`config.mk`:
```
export PLATFORM = sky130hd
export DESIGN_NAME = instruction_fetch_flat
export DESIGN_NICKNAME = d
export VERILOG_FILES = /design/src/rtl/instruction_fetch_pkg.sv /design/src/rtl/instruction_fetch_if.sv /design/src/rtl/instruction_fetch_fifo.sv /design/src/rtl/instruction_fetch.sv /design/src/flat_wrapper.sv
export SDC_FILE = /design/constraint.sdc
export NUM_CORES = 1
export LEC_CHECK = 0
export CAP_MARGIN = 0
export CORE_MARGIN = 2
export CORE_UTILIZATION = 39
export CTS_BUF_LIST = sky130_fd_sc_hd__clkbuf_2
export DETAILED_ROUTE_END_ITERATION = 6
export DONT_BUFFER_PORTS = 1
export PLACE_DENSITY_LB_ADDON = 0.08
export SYNTH_ARGS = -nofsm -noshare
export SYNTH_HDL_FRONTEND = slang
export SYNTH_SLANG_ARGS = --single-unit
```
`constraint.sdc`:
```
create_clock -name clk -period 1.95 [get_ports clk]
set_input_delay 0.0975 -clock clk [delete_from_list [all_inputs] [get_ports clk]]
set_output_delay 0.0975 -clock clk [all_outputs]
set_load 0.01 [all_outputs]
```
`src/rtl/instruction_fetch_pkg.sv`:
```
// Shared constants and fetch state encoding for the instruction fetch stage.
package instruction_fetch_pkg;

    localparam int INSTRUCTION_WIDTH = 32;
    localparam int PC_INCREMENT      = 4;

    // RUN: idle, WAIT: request outstanding, DROP: outstanding response is stale, HALT: error stop
    typedef enum logic [1:0] {
        FETCH_RUN  = 2'd0,
        FETCH_WAIT = 2'd1,
        FETCH_DROP = 2'd2,
        FETCH_HALT = 2'd3
    } fetch_state_e;

endpackage

```
`src/rtl/instruction_fetch_if.sv`:
```
// Fetch-stage bus: instruction memory port, decode handshake and redirect.
interface instruction_fetch_if #(
    parameter int ADDR_WIDTH = 32
);
    import instruction_fetch_pkg::*;

    logic                         imem_req;
    logic [ADDR_WIDTH-1:0]        imem_addr;
    logic                         imem_rvalid;
    logic [INSTRUCTION_WIDTH-1:0] imem_rdata;
    logic [INSTRUCTION_WIDTH-1:0] instr_out;
    logic [ADDR_WIDTH-1:0]        instr_pc;
    logic                         instr_valid;
    logic                         instr_ready;
    logic                         redirect_valid;
    logic [ADDR_WIDTH-1:0]        redirect_pc;
    logic                         fetch_error;

    modport master (
        output imem_req, imem_addr, instr_out, instr_pc, instr_valid, fetch_error,
        input  imem_rvalid, imem_rdata, instr_ready, redirect_valid, redirect_pc
    );

    modport slave (
        input  imem_req, imem_addr, instr_out, instr_pc, instr_valid, fetch_error,
        output imem_rvalid, imem_rdata, instr_ready, redirect_valid, redirect_pc
    );

endinterface

```
`src/rtl/instruction_fetch_fifo.sv`:
```
// fetch_fifo: small synchronous FIFO for prefetched {instruction, pc} entries; flush beats push.
module fetch_fifo #(
    parameter int DEPTH = 2,
    parameter int WIDTH = 64,
    localparam int CW = $clog2(DEPTH + 1),
    localparam int PW = (DEPTH > 1) ? $clog2(DEPTH) : 1
) (
    input  logic             clk,
    input  logic             reset_n,
    input  logic             push,
    input  logic             pop,
    input  logic             flush,
    input  logic [WIDTH-1:0] wdata,
    output logic [WIDTH-1:0] rdata,
    output logic             full,
    output logic             empty,
    output logic [CW-1:0]    count
);
    logic [WIDTH-1:0] mem_q [DEPTH];
    logic [WIDTH-1:0] mem_d [DEPTH];
    logic [PW-1:0]    rd_q, rd_d, wr_q, wr_d;
    logic [CW-1:0]    cnt_q, cnt_d;
    logic             do_push, do_pop;

    assign empty   = (cnt_q == '0);
    assign full    = (cnt_q == CW'(DEPTH));
    assign count   = cnt_q;
    assign rdata   = mem_q[rd_q];
    assign do_pop  = pop && !empty;
    assign do_push = push && (!full || do_pop);

    // Pointer/count update; pointers wrap at DEPTH so non-power-of-two depths work
    always_comb begin
        mem_d = mem_q;
        rd_d  = rd_q;
        wr_d  = wr_q;
        cnt_d = cnt_q;
        if (flush) begin
            rd_d  = '0;
            wr_d  = '0;
            cnt_d = '0;
        end else begin
            if (do_push) begin
                mem_d[wr_q] = wdata;
                wr_d = (wr_q == PW'(DEPTH - 1)) ? '0 : wr_q + PW'(1);
            end
            if (do_pop) begin
                rd_d = (rd_q == PW'(DEPTH - 1)) ? '0 : rd_q + PW'(1);
            end
            cnt_d = cnt_q + CW'(do_push) - CW'(do_pop);
        end
    end

    // Storage and pointer registers
    always_ff @(posedge clk or negedge reset_n) begin
        if (!reset_n) begin
            for (int i = 0; i < DEPTH; i++) mem_q[i] <= '0;
            rd_q  <= '0;
            wr_q  <= '0;
            cnt_q <= '0;
        end else begin
            mem_q <= mem_d;
            rd_q  <= rd_d;
            wr_q  <= wr_d;
            cnt_q <= cnt_d;
        end
    end

endmodule

```
`src/rtl/instruction_fetch.sv`:
```
// instruction_fetch: PC register, one-outstanding fetch FSM and prefetch buffer feeding decode.
// Optional macro FETCH_ALIGN_CHECK_EN: a misaligned redirect target raises a sticky fetch_error
// and parks the stage in HALT until reset; without it the target's low two bits are dropped.
module instruction_fetch
    import instruction_fetch_pkg::*;
#(
    parameter int                    ADDR_WIDTH = 32,
    parameter logic [ADDR_WIDTH-1:0] RESET_PC   = '0,
    parameter int                    FIFO_DEPTH = 2
) (
    input  logic                clk,
    input  logic                reset_n,
    instruction_fetch_if.master bus
);
    localparam int EW = INSTRUCTION_WIDTH + ADDR_WIDTH;
    localparam int CW = $clog2(FIFO_DEPTH + 1);

    fetch_state_e          state_q, state_d;
    logic [ADDR_WIDTH-1:0] pc_q, pc_d, addr_q, addr_d, pc_inc, tgt_pc;
    logic                  err_q, err_d;
    logic                  redir, misalign, push, pop, flush, empty, full;
    logic [CW-1:0]         count;
    logic [CW:0]           occ_next;
    logic [EW-1:0]         head;

`ifdef FETCH_ALIGN_CHECK_EN
    assign tgt_pc   = bus.redirect_pc;
    assign misalign = (bus.redirect_pc[1:0] != 2'b00);
`else
    logic [1:0] unused_redirect_lsb;
    assign unused_redirect_lsb = bus.redirect_pc[1:0];
    assign tgt_pc   = {bus.redirect_pc[ADDR_WIDTH-1:2], 2'b00};
    assign misalign = 1'b0;
`endif

    // Redirects are ignored once halted; a redirect cancels any pop in the same cycle
    assign redir    = bus.redirect_valid && (state_q != FETCH_HALT);
    assign pop      = !empty && bus.instr_ready && !redir;
    assign occ_next = {1'b0, count} + {{CW{1'b0}}, ~pop};
    assign pc_inc   = pc_q + ADDR_WIDTH'(PC_INCREMENT);

    // Next-state, issue and push decisions; redirect overrides everything below it
    always_comb begin
        state_d = state_q;
        pc_d    = pc_q;
        addr_d  = addr_q;
        err_d   = err_q;
        push    = 1'b0;
        flush   = 1'b0;
        case (state_q)
            FETCH_RUN: begin
                if (!redir && !full) begin
                    addr_d  = pc_q;
                    state_d = FETCH_WAIT;
                end
            end
            FETCH_WAIT: begin
                if (redir) begin
                    state_d = bus.imem_rvalid ? FETCH_RUN : FETCH_DROP;
                end else if (bus.imem_rvalid) begin
                    push = 1'b1;
                    pc_d = pc_inc;
                    // Back-to-back issue only if the slot for the new request is free
                    if (occ_next < (CW + 1)'(FIFO_DEPTH)) addr_d = pc_inc;
                    else                                  state_d = FETCH_RUN;
                end
            end
            FETCH_DROP: begin
                if (bus.imem_rvalid) state_d = FETCH_RUN;
            end
            FETCH_HALT: ;
            default: state_d = FETCH_RUN;
        endcase
        if (redir) begin
            flush = 1'b1;
            pc_d  = tgt_pc;
            if (misalign) begin
                err_d   = 1'b1;
                state_d = FETCH_HALT;
            end
        end
    end

    // State, PC, issued address and sticky error registers
    always_ff @(posedge clk or negedge reset_n) begin
        if (!reset_n) begin
            state_q <= FETCH_RUN;
            pc_q    <= RESET_PC;
            addr_q  <= '0;
            err_q   <= 1'b0;
        end else begin
            state_q <= state_d;
            pc_q    <= pc_d;
            addr_q  <= addr_d;
            err_q   <= err_d;
        end
    end

    fetch_fifo #(
        .DEPTH (FIFO_DEPTH),
        .WIDTH (EW)
    ) u_fifo (
        .clk     (clk),
        .reset_n (reset_n),
        .push    (push),
        .pop     (pop),
        .flush   (flush),
        .wdata   ({bus.imem_rdata, addr_q}),
        .rdata   (head),
        .full    (full),
        .empty   (empty),
        .count   (count)
    );

    assign bus.imem_req                  = (state_q == FETCH_WAIT) || (state_q == FETCH_DROP);
    assign bus.imem_addr                 = addr_q;
    assign bus.instr_valid               = !empty;
    assign {bus.instr_out, bus.instr_pc} = empty ? '0 : head;
    assign bus.fetch_error               = err_q;

endmodule
```
`src/flat_wrapper.sv`:
```
// flat-port wrapper written by rule: the top's interface ports become plain ports
module instruction_fetch_flat import instruction_fetch_pkg::*;
#(
    parameter int                    ADDR_WIDTH = 32,
    parameter logic [ADDR_WIDTH-1:0] RESET_PC   = '0,
    parameter int                    FIFO_DEPTH = 2
)
  (clk, reset_n, bus_imem_req, bus_imem_addr, bus_instr_out, bus_instr_pc, bus_instr_valid, bus_fetch_error, bus_imem_rvalid, bus_imem_rdata, bus_instr_ready, bus_redirect_valid, bus_redirect_pc);
  instruction_fetch_if #(.ADDR_WIDTH(ADDR_WIDTH)) bus_i ();
  input  logic clk;
  input  logic reset_n;
  output wire logic [$bits(bus_i.imem_req)-1:0] bus_imem_req;
  output wire logic [$bits(bus_i.imem_addr)-1:0] bus_imem_addr;
  output wire logic [$bits(bus_i.instr_out)-1:0] bus_instr_out;
  output wire logic [$bits(bus_i.instr_pc)-1:0] bus_instr_pc;
  output wire logic [$bits(bus_i.instr_valid)-1:0] bus_instr_valid;
  output wire logic [$bits(bus_i.fetch_error)-1:0] bus_fetch_error;
  input wire logic [$bits(bus_i.imem_rvalid)-1:0] bus_imem_rvalid;
  input wire logic [$bits(bus_i.imem_rdata)-1:0] bus_imem_rdata;
  input wire logic [$bits(bus_i.instr_ready)-1:0] bus_instr_ready;
  input wire logic [$bits(bus_i.redirect_valid)-1:0] bus_redirect_valid;
  input wire logic [$bits(bus_i.redirect_pc)-1:0] bus_redirect_pc;
  assign bus_imem_req = bus_i.imem_req;
  assign bus_imem_addr = bus_i.imem_addr;
  assign bus_instr_out = bus_i.instr_out;
  assign bus_instr_pc = bus_i.instr_pc;
  assign bus_instr_valid = bus_i.instr_valid;
  assign bus_fetch_error = bus_i.fetch_error;
  assign bus_i.imem_rvalid = bus_imem_rvalid;
  assign bus_i.imem_rdata = bus_imem_rdata;
  assign bus_i.instr_ready = bus_instr_ready;
  assign bus_i.redirect_valid = bus_redirect_valid;
  assign bus_i.redirect_pc = bus_redirect_pc;
  instruction_fetch #(.ADDR_WIDTH(ADDR_WIDTH), .RESET_PC(RESET_PC), .FIFO_DEPTH(FIFO_DEPTH)) u_core (.clk(clk), .reset_n(reset_n), .bus(bus_i));
endmodule
```
==> metrics.log <==
[metrics] run status: complete, but fails checks
[metrics] violated checks: hold timing, setup timing
[metrics] synthesized area divided by synthesized cell count: 11.3 um^2
[metrics] RR Startpoint: u_core.state_q[1]
[metrics] required time of the worst setup path: 2.62 ns
[metrics] total die area: 24900 um^2
[metrics] # DRC: 0
[metrics] GR Util met1: 0.245
[metrics] initial detailed-routing violation count: 255
[metrics] maximum level of the CTS H-tree: 4
[metrics] initial antenna violation count: 1
[metrics] insertion delay to the later sink of the worst-skew pair: 0.75 ns
[metrics] WL/cell: 19.4 um
[metrics] fraction of synthesized cell area taken by the top area cell type: 0.516
[metrics] Comb pwr share: 0.506
[metrics] met2 track demand over resource: 0.328
[metrics] DIE HEIGHT: 158 um
[metrics] Reg area: 4760 um^2
[metrics] Setup crit start: u_core.state_q[1]
[metrics] final setup fails: 206
[metrics] Overall Global Routing Usage: 0.192
[metrics] Hold Slack: -1.00 ns
[metrics] post-synthesis sequential element count: 190
[metrics] most area-consuming cells after synthesis: sky130_fd_sc_hd__dfrtp_1, sky130_fd_sc_hd__mux2_2, sky130_fd_sc_hd__mux2i_1
[metrics] distinct cell type count after synthesis: 42
[metrics] maximum root-to-sink buffer count: 2
[metrics] fin area: 13100 um^2
[metrics] Clock transition at path regs: 0.28 ns
[metrics] setup repair after global routing missed its margin: yes
[metrics] final WL: 26100 um
[metrics] cell accounting for the most synthesized area: sky130_fd_sc_hd__dfrtp_1
[metrics] Final Net Count: 1085
[metrics] power share of the clock group: 0.122
[metrics] Max FO, Critical Path: 6
[metrics] crit share post-route: 1.07
[metrics] total area of multi-input combinational cells: 4900 um^2
[metrics] Final Hold Violating Endpoints: 190
[metrics] effective utilization at floorplan: 0.395
[metrics] Tightest Hold Check Type: in -> async
[metrics] number of I/O pins: 168
[metrics] slack of the worst reg-to-reg path: -0.13 ns
[metrics] critical path startpoint category: flop
[metrics] via total after detailed routing: 6792
[metrics] classification of the worst setup path: reg -> reg
[metrics] switching power: 7.28 mW
[metrics] Pins Over Slew Limit: 0
[metrics] final clock skew: 0.0323 ns
[metrics] upper clock frequency limit: 480 MHz
[metrics] post-route worst setup slack: -0.134 ns
[metrics] placed instance area: 9880 um^2
[metrics] switching portion of total power: 0.384
[metrics] remaining antenna violation count: 0
[metrics] layout cells sized above 1: 0.383
[metrics] global-route track usage on met3: 0.0468
[metrics] commonest cells after routing, fill and taps aside: sky130_fd_sc_hd__dfrtp_1, sky130_fd_sc_hd__dlygate4sd3_1, sky130_fd_sc_hd__mux2_2, sky130_fd_sc_hd__mux2_4
[metrics] Clk Tree Root Cell: sky130_fd_sc_hd__clkbuf_2
[metrics] Pwr Density: 1450 nW/um^2
[metrics] layout-stage area growth over the synthesis result: 42.0%
[metrics] CTS tree: built
[metrics] placeable core region: 23300 um^2
[metrics] first-pass GRT wire length: 36900 um
[metrics] setup TNS: -12.76 ns
[metrics] number of hold-repair buffers added at the cts stage: 126
[metrics] overflow left after global routing: 0
[metrics] layout filler cell count: 1949
[metrics] Syn Inst Count: 817
[metrics] number of placement rows: 56
[metrics] most common cell after layout, fill and taps aside: sky130_fd_sc_hd__dfrtp_1
[metrics] Top Usage Layer GRT: met2
[metrics] number of clock sinks: 190
[metrics] maximum number of pins on one net before global-route repair: 191
[metrics] P_int: 11.7 mW
[metrics] Critical Path Sink Type: flop
[metrics] proportion of synthesized chip area in sequential cells: 0.516
[metrics] maximum vdd drop: 693 uV
[metrics] part of the total power dissipated in sequential elements: 0.372
[metrics] length of the first detailed-routing pass in iterations: 4
[metrics] HPWL after DPL: 14600 um
[metrics] reg2reg end: u_core.u_fifo.mem_q[99]
[metrics] via count of the first global-routing pass: 6770
[metrics] pre-CTS setup slack: -0.0312 ns
[metrics] capture point of the critical path: u_core.u_fifo.mem_q[99]
[metrics] TritonCTS buffer count: 17
[metrics] Vias per Instance: 5.05
[metrics] depth of the worst register-to-register path: 10
[metrics] number of I/O port buffers: 0
[metrics] static leakage power: 5.53 nW
[metrics] minimum clock period after layout: 2.08 ns
[metrics] max-cap check violation count: 0
[metrics] die width: 158 um
[metrics] mapped cell area: 9220 um^2
[metrics] RePlAce Congestion: 0.827
[metrics] arrival time reported for the critical path endpoint: 2.76 ns
[metrics] synthesis warning total: 0
-- critical path, stage by stage, from the launching register on --
cell and delay [ns]:
sky130_fd_sc_hd__dfrtp_1 0.48, sky130_fd_sc_hd__inv_2 0.10, sky130_fd_sc_hd__ha_4 0.16, sky130_fd_sc_hd__nand2_4 0.05, sky130_fd_sc_hd__buf_6 0.13, sky130_fd_sc_hd__nor4_4 0.26, sky130_fd_sc_hd__buf_12 0.17, sky130_fd_sc_hd__buf_4 0.12
sky130_fd_sc_hd__buf_12 0.09, sky130_fd_sc_hd__clkbuf_16 0.14, sky130_fd_sc_hd__mux2_4 0.29
-- cell usage after synthesis (all sizes together) --
master,count
nor4,4
buf,37
and2,6
o21ai,58
and4,10
nor4b,2
ha,6
a21o,1
a31oi,1
o21a,1
o211ai,1
a21oi,2
nor3,9
and3,6
nand2b,1
conb,1
mux2i,64
or4,1
inv,8
xnor2,33
o22ai,2
xor2,27
mux2,126
o22a,1
nor2,81
nor2b,4
nand3,15
a22o,1
nand2,76
clkbuf,22
a211oi,1
dfrtp,190
nand4,18
a21bo,1
-- power by group through the flow --
stage / logic (mW) / clock network (mW) / registers [mW]
final: 9.57 / 2.32 / 7.05
after global routing: 10.3 / 2.55 / 7.28
after CTS: 7.86 / 2.41 / 6.94
after detailed placement: 5.98 / 0 / 7.05
after global placement: 5.80 / 0 / 6.94
after floorplan: 4.75 / 0 / 6.56
-- layout make-up --
cell class              instances  area share
inverters                       8     0.00229
diodes                          2    0.000382
flip-flops and latches        190       0.364
multi-input cells             565       0.375
repair buffers                228       0.206
clock buffers                  17     0.00650
well taps                     319      0.0305
clock inverters                15      0.0161
-- how the worst min path moves through the flow --
stage	endpoint	slack [ns]	cells after the start
2_1_floorplan	u_core.bus.imem_addr[10]	-0.20	0
3_3_place_gp	u_core.u_fifo.mem_q[52]	-0.19	0
3_5_place_dp	u_core.u_fifo.mem_q[52]	-0.19	0
4_1_cts	u_core.u_fifo.mem_q[72]	-1.12	0
5_1_grt	u_core.u_fifo.mem_q[68]	-1.15	0
6_report	u_core.u_fifo.mem_q[116]	-1.00	0
-- logic make-up after synthesis --
family	share of synthesized area
AND/OR/NAND/NOR	0.117
multiplexers	0.224
flip-flops	0.516
AO/OA/AOI/OAI	0.0409
buffers and inverters	0.0365
XOR/XNOR	0.0570
adder cells (fa/ha/maj)	0.00815
other	0.000407
-- sequential cells by signal (all words and copies together) (netlist names) --
register and count:
u_core.pc_q 30, u_core.u_fifo.wr_q 1, u_core.bus.imem_addr 30, u_core.u_fifo.mem_q 124, u_core.state_q 2, u_core.u_fifo.rd_q 1, u_core.u_fifo.count 2
-- per-layer routing --
metal | up-vias | wire (um)
met4 | 0 | 359
met1 | 3404 | 11500
met3 | 19 | 1280
met2 | 163 | 12900
li1 | 3206 | -
met5 | - | 0
-- metrics by stage --
stage,total power [mW],util,std cells
4_1_cts,17.2,0.520,1310
5_1_grt,20.1,0.561,1344
3_3_place_gp,12.7,0.423,1135
6_report,18.9,0.561,1344
2_1_floorplan,11.3,-,821
3_5_place_dp,13.0,0.423,1135
-- what timing repair did --
item / 4_1_cts / 5_1_grt
endpoints found under the setup margin: 146 / 222
setup buffers: 10 / 18
pin swaps: 15 / 15
resized for setup: 117 / 133
hold endpoints to repair: 350 / 190
gates cloned: 7 / 18
No activity file was read; power rests on OpenSTA's default activity.
